==> src/rtl/mem_port_arbiter.sv <==
// -----------------------------------------------------------------------------
// mem_port_arbiter
//   Shares one 64-bit memory port between an instruction-fetch requester and a
//   data requester. Data accesses normally win a simultaneous request, but a
//   saturating starvation counter forces a fetch grant after STARVE_LIMIT
//   consecutive data grants made while a fetch was pending.
//
// Ports
//   clk, rst_n            : clock (rising edge), asynchronous active-low reset
//   if_req_i, if_addr_i   : fetch request and 4-byte aligned byte address
//   if_ready_o, if_rdata_o: fetch completion pulse and 32-bit instruction word
//   if_stall_o            : fetch-stage stall, if_req_i & ~if_ready_o
//   d_req_i, d_we_i       : data request and write enable
//   d_addr_i, d_wdata_i   : data byte address and write data
//   d_wstrb_i             : data byte enables
//   d_ready_o, d_rdata_o  : data completion pulse and 64-bit read data
//   mem_req_o, mem_we_o   : shared memory request and write enable
//   mem_addr_o            : 8-byte aligned memory address
//   mem_wdata_o, mem_wstrb_o : memory write data and byte enables
//   mem_ready_i, mem_rdata_i : memory completion pulse and read data
// -----------------------------------------------------------------------------
module mem_port_arbiter #(
   parameter int unsigned STARVE_LIMIT = 4
) (
   input  logic        clk,
   input  logic        rst_n,
   input  logic        if_req_i,
   input  logic [63:0] if_addr_i,
   output logic        if_ready_o,
   output logic [31:0] if_rdata_o,
   output logic        if_stall_o,
   input  logic        d_req_i,
   input  logic        d_we_i,
   input  logic [63:0] d_addr_i,
   input  logic [63:0] d_wdata_i,
   input  logic [7:0]  d_wstrb_i,
   output logic        d_ready_o,
   output logic [63:0] d_rdata_o,
   output logic        mem_req_o,
   output logic        mem_we_o,
   output logic [63:0] mem_addr_o,
   output logic [63:0] mem_wdata_o,
   output logic [7:0]  mem_wstrb_o,
   input  logic        mem_ready_i,
   input  logic [63:0] mem_rdata_i
);

   localparam logic [2:0] STARVE_LIMIT_C = 3'(STARVE_LIMIT);
   localparam logic [2:0] STARVE_MAX_C   = 3'd7;

   typedef enum logic [1:0] {
      IDLE   = 2'd0,
      BUSY_I = 2'd1,
      BUSY_D = 2'd2
   } state_t;

   state_t      state_q;
   logic [2:0]  starve_cnt_q;
   logic [2:0]  starve_cnt_d;
   logic        mem_req_q;
   logic        mem_we_q;
   logic [63:0] mem_addr_q;
   logic [63:0] mem_wdata_q;
   logic [7:0]  mem_wstrb_q;
   logic        word_sel_q;

   logic        grant_i_s;
   logic        grant_d_s;

   // Low address bits are dropped by the 8-byte alignment of the memory port.
   logic        unused_addr_bits_s;
   assign unused_addr_bits_s = ^{if_addr_i[1:0], d_addr_i[2:0]};

   // Grant decision in IDLE from the current-cycle requests.
   always_comb begin
      grant_i_s = 1'b0;
      grant_d_s = 1'b0;
      if (state_q == IDLE) begin
         if (d_req_i && if_req_i) begin
            // Fetch wins only once the data side has used up its allowance.
            if (starve_cnt_q >= STARVE_LIMIT_C) begin
               grant_i_s = 1'b1;
            end else begin
               grant_d_s = 1'b1;
            end
         end else if (d_req_i) begin
            grant_d_s = 1'b1;
         end else if (if_req_i) begin
            grant_i_s = 1'b1;
         end else begin
            grant_i_s = 1'b0;
            grant_d_s = 1'b0;
         end
      end else begin
         grant_i_s = 1'b0;
         grant_d_s = 1'b0;
      end
   end

   // Starvation counter next value for a data grant.
   always_comb begin
      starve_cnt_d = 3'd0;
      if (if_req_i) begin
         if (starve_cnt_q == STARVE_MAX_C) begin
            starve_cnt_d = STARVE_MAX_C;
         end else begin
            starve_cnt_d = starve_cnt_q + 3'd1;
         end
      end else begin
         starve_cnt_d = 3'd0;
      end
   end

   // Arbiter FSM with the registered memory-side payload.
   always_ff @(posedge clk or negedge rst_n) begin
      if (!rst_n) begin
         state_q      <= IDLE;
         starve_cnt_q <= 3'd0;
         mem_req_q    <= 1'b0;
         mem_we_q     <= 1'b0;
         mem_addr_q   <= 64'd0;
         mem_wdata_q  <= 64'd0;
         mem_wstrb_q  <= 8'd0;
         word_sel_q   <= 1'b0;
      end else begin
         case (state_q)
            IDLE: begin
               if (grant_i_s) begin
                  state_q      <= BUSY_I;
                  starve_cnt_q <= 3'd0;
                  mem_req_q    <= 1'b1;
                  mem_we_q     <= 1'b0;
                  mem_addr_q   <= {if_addr_i[63:3], 3'b000};
                  mem_wdata_q  <= 64'd0;
                  mem_wstrb_q  <= 8'd0;
                  word_sel_q   <= if_addr_i[2];
               end else if (grant_d_s) begin
                  state_q      <= BUSY_D;
                  starve_cnt_q <= starve_cnt_d;
                  mem_req_q    <= 1'b1;
                  mem_we_q     <= d_we_i;
                  mem_addr_q   <= {d_addr_i[63:3], 3'b000};
                  mem_wdata_q  <= d_wdata_i;
                  mem_wstrb_q  <= d_wstrb_i;
                  word_sel_q   <= 1'b0;
               end else begin
                  // A stray mem_ready in IDLE is ignored here.
                  state_q   <= IDLE;
                  mem_req_q <= 1'b0;
               end
            end
            BUSY_I, BUSY_D: begin
               if (mem_ready_i) begin
                  state_q   <= IDLE;
                  mem_req_q <= 1'b0;
               end else begin
                  state_q   <= state_q;
                  mem_req_q <= 1'b1;
               end
            end
            default: begin
               state_q   <= IDLE;
               mem_req_q <= 1'b0;
            end
         endcase
      end
   end

   assign mem_req_o   = mem_req_q;
   assign mem_we_o    = mem_we_q;
   assign mem_addr_o  = mem_addr_q;
   assign mem_wdata_o = mem_wdata_q;
   assign mem_wstrb_o = mem_wstrb_q;

   // Completion pulses follow mem_ready in the same cycle; read data is
   // forced to zero outside its ready pulse so reset leaves it at zero.
   always_comb begin
      if_ready_o = (state_q == BUSY_I) && mem_ready_i;
      d_ready_o  = (state_q == BUSY_D) && mem_ready_i;
      if (if_ready_o) begin
         if (word_sel_q) begin
            if_rdata_o = mem_rdata_i[63:32];
         end else begin
            if_rdata_o = mem_rdata_i[31:0];
         end
      end else begin
         if_rdata_o = 32'd0;
      end
      if (d_ready_o) begin
         d_rdata_o = mem_rdata_i;
      end else begin
         d_rdata_o = 64'd0;
      end
      // Held low while reset is asserted even if the fetch unit requests.
      if_stall_o = rst_n & if_req_i & ~if_ready_o;
   end

endmodule

==> config.mk <==
export PLATFORM = sky130hd
export DESIGN_NAME = mem_port_arbiter
export DESIGN_NICKNAME = d
export VERILOG_FILES = /design/src/rtl/mem_port_arbiter.sv
export SDC_FILE = /design/constraint.sdc
export NUM_CORES = 1
export LEC_CHECK = 0
export CORE_AREA = 2 2 198 200
export DETAILED_ROUTE_END_ITERATION = 8
export DIE_AREA = 0 0 200 202
export PLACE_DENSITY = 0.5
export RECOVER_POWER = 25
export SYNTH_ARGS = -nofsm -noshare
export SYNTH_HDL_FRONTEND = slang
export SYNTH_SLANG_ARGS = --single-unit
==> constraint.sdc <==
create_clock -name clk -period 2 [get_ports clk]
set_input_delay 0.3 -clock clk [delete_from_list [all_inputs] [get_ports clk]]
set_output_delay 0.3 -clock clk [all_outputs]
set_load 0.02 [all_outputs]
==> impl_summary.log <==
[metrics] count of port buffers added during placement: 498
[metrics] height of the die: 202 um
[metrics] met3 wire length: 2690 um
[metrics] Min Clock Period, post-route: 1.99 ns
[metrics] Critical Path Sink Type: primary output
[metrics] adder-cell area share of the yosys netlist: 0.960%
[metrics] buffer and inverter count on the worst path: 3
[metrics] count of final setup violators: 0
[metrics] leading post-synthesis cells by cell area: dfrtp_1 54%, a22o_1 10%, a221o_1 9.4%, and3_1 6.3%, and2_0 5.5%
[metrics] placed instance count: 1537
[metrics] Setup crit start kind: register
[metrics] class of the tightest hold or removal check: input pin to register
[metrics] vias in the first global route: 6995
[metrics] Pre-antenna DRT Iters: 4
[metrics] largest stage delay on the critical path: 0.40 ns
[metrics] Layout Skew: 0.0142 ns
[metrics] DP Wirelength: 22300 um
[metrics] top cell family by delay on the critical path: flip-flops
[metrics] syn_area_per_cell: 11.8 um^2
[metrics] number of nets in the layout: 1319
[metrics] post-synthesis mux area share: 5.44%
[metrics] Chip Width: 200 um
[metrics] standard cell with the maximum stage delay on the critical path: dfrtp_1
[metrics] routed metal-1 wirelength: 11600 um
[metrics] count of fill cells added during filler insertion: 3953
[metrics] Max FO, Critical Path: 17
[metrics] result of the run: completed
[metrics] number of slew-limit violations in the final report: 0
[metrics] most instantiated cells after synthesis: 141 x dfrtp_1, 76 x a22o_1, 66 x and3_1
[metrics] final weighted congestion in routability-driven placement: 0.763
[metrics] clock sink count: 141
[metrics] largest net degree at the start of global routing: 101
[metrics] CTS max path bufs: 2
[metrics] CTS tree: done
[metrics] RSZ-0062 raised after global routing: true
[metrics] non-filler instance count after layout: 1576
[metrics] I/O pin count: 507
[metrics] share of the clock period used by the worst path after layout: 99.3%
[metrics] cell area power density: 1430 nW/um^2
[metrics] Syn-to-layout area delta: 95.1%
[metrics] clock root buffer: clkbuf_16
[metrics] fraction of registers with async set or reset after synthesis: 100%
[metrics] static leakage: 5.62 nW
[metrics] signal arrival time at the worst endpoint: 1.69 ns
[metrics] total wirelength of the detailed-routed design: 30500 um
[metrics] global-route wire length before repair: 43600 um
[metrics] largest family of logic cells by synthesized area: compound AO/OA/AOI/OAI gates
[metrics] GRT Total Usage: 14.5%
[metrics] layout cell share with drive strength beyond 1: 17.2%
[metrics] Overflow after GRT: 0
[metrics] slew at the pin closest to its max-slew limit: 1.35 ns
[metrics] most frequently used flop master after synthesis: dfrtp_1
[metrics] clock insertion delay at the later pin of the skew report: 0.43 ns
[metrics] Core ar.: 38300 um^2
[metrics] number of instances in the synthesized netlist: 550
[metrics] number of vias in the routed layout: 6608
[metrics] cell area after synthesis: 6510 um^2
[metrics] critical-path cell list: inv_1 > ha_2 > nand2_4 > buf_12 > and3_1 > buf_2
[metrics] Fin. Hold Viols: 0
[metrics] area enclosed by the die boundary: 40400 um^2
[metrics] cell with the most instances after synthesis: dfrtp_1
[metrics] class of the most critical setup path: register to primary output
[metrics] minimum setup slack in the final design: 0.0135 ns
[metrics] post-synthesis register bit count: 141
[metrics] Synth top area share: 54.2%
[metrics] area share of xor/xnor cells in the synthesized design: 0%
[metrics] residual antenna-violating net count after detailed routing: 0
[metrics] starting DRC count in detailed routing: 249
[metrics] share of the yosys chip area belonging to registers: 54.2%
[metrics] drt wl/cell: 19.3 um
[metrics] maximum operating frequency: 0.503 GHz
[metrics] effective utilization at floorplan: 17.0%
[metrics] worst hold slack: 0.467 ns
[metrics] final cell utilization of the core: 33.2%
[metrics] max-slew headroom at the worst pin: 10.3%
[metrics] Synth Area in Compound Gates: 19.9%
[metrics] top layer in use: met5
[metrics] floorplan row count: 72
[metrics] accumulated negative setup slack: 0 ns
[metrics] data required time of the worst path: 1.70 ns
[metrics] number of remaining DRC errors: 0
[metrics] Num CTS Buffers: 17
[metrics] count of maximum capacitance violations: 0
[metrics] Cell variety after synth: 23
[metrics] DP Worst Slack: -0.0779 ns
[metrics] post-synth top area cell: dfrtp_1
[metrics] antenna violations before repair: 4
[metrics] depth of the CTS H-tree: 4
[metrics] Post-synth EDFFs: 0
[metrics] Ys Warns: 0
[metrics] simple-gate area share of the yosys netlist: 14.6%
[metrics] clock transition time at the flip-flop clock pins of the worst setup and hold paths: 0.07 ns
[metrics] met2 WL: 15600 um
[metrics] Max VDD drop: 0.586 mV
[metrics] average via count per standard cell: 4.19
-- state kept, by name (all words and copies together), names as in the netlist --
| name | cells |
|---|---|
| mem_addr_o | 61 |
| mem_wdata_o | 64 |
| mem_we_o | 1 |
| mem_wstrb_o | 8 |
| mem_req_o | 1 |
| starve_cnt_q | 3 |
| word_sel_q | 1 |
| state_q | 2 |
-- path summary, 6_finish.rpt --
kind / cells after the start / start / slack [ns] / to
hold / removal: 2 / d_wdata_i[61] / 0.47 / mem_wdata_o[61]$_DFFE_PN0P_
setup / recovery: 6 / state_q[1]$_DFFE_PN0P_ / 0.01 / if_stall_o
min in group asynchronous: 3 / rst_n / 0.81 / mem_req_o$_DFF_PN0_
hold reg to reg: 1 / mem_wdata_o[44]$_DFFE_PN0P_ / 0.50 / mem_wdata_o[44]$_DFFE_PN0P_
max in group asynchronous: 3 / rst_n / 0.22 / mem_addr_o[35]$_DFFE_PN0P_
setup reg to reg: 8 / state_q[0]$_DFFE_PN0P_ / 0.14 / mem_wdata_o[36]$_DFFE_PN0P_
-- cell usage in the layout (no fill, tap or decap), types with 4 or more instances in the layout --
cell / instances
inv_8: 5
and2_0: 57
dfrtp_1: 140
clkdlybuf4s50_1: 397
clkbuf_16: 17
nor2_1: 29
and2_1: 5
buf_4: 84
a221o_1: 61
buf_6: 10
inv_6: 4
mux2i_1: 32
and3_1: 63
a22o_1: 76
buf_12: 14
buf_2: 22
-- repair_timing --
item                                    in CTS  in global routing
pin swaps                                    2                  0
gates resized for setup                    415                 84
endpoints found under the hold margin        0                  1
endpoints found under the setup margin      99                 84
buffers inserted                             2                  0
cloned                                       3                  0
hold buffers                                 0                  1
-- routing by layer --
metal | vias to the layer above | global-route usage, %
li1 | 3046 | -
met1 | 3200 | 15.8
met2 | 327 | 26.5
met3 | 33 | 4.54
met4 | 2 | 4.37
met5 | - | 0
-- layout make-up --
cell class	instances	area, um^2	share of cell area (%)
antenna	1	2.50	0.0197
clock buffer	18	429	3.38
clock inverter	14	141	1.11
inverter	3	11.3	0.0886
multi-input combinational	349	2740	21.6
sequential	141	3530	27.8
tap	518	648	5.10
timing repair buffer	532	5200	41.0
-- through the flow --
step / area (um^2) / power [mW]
3_3_place_gp: 12300 / 15.0
3_5_place_dp: 12300 / 15.0
6_report: 12700 / 18.2
4_1_cts: 12500 / 18.4
2_1_floorplan: 6520 / 9.86
5_1_grt: 12700 / 19.2
-- worst register-to-register path, stage by stage, from the launching register on --
cell and delay (ns):
dfrtp_1 0.41, inv_2 0.08, buf_4 0.10, ha_1 0.24, nand2_1 0.12, a21oi_4 0.21, buf_12 0.26, buf_12 0.22
a22o_1 0.16
-- where the power goes --
part	switching (mW)	leakage (nW)	internal, mW
clock	1.47	0.278	1.66
combinational	5.01	3.57	5.07
sequential	0.759	1.77	4.23
-- cell families (layout without fill, tap and decap cells) --
| family | Yosys count | in the layout |
|---|---|---|
| and+or+nand+nor | 166 | 166 |
| DFF | 141 | 141 |
| AOI/OAI and AO/OA | 140 | 140 |
| buffers and inverters | 62 | 567 |
| muxes | 35 | 35 |
| adders and majority gates | 5 | 5 |
| other | 1 | 4 |
Power figures use the tool's default switching activity.
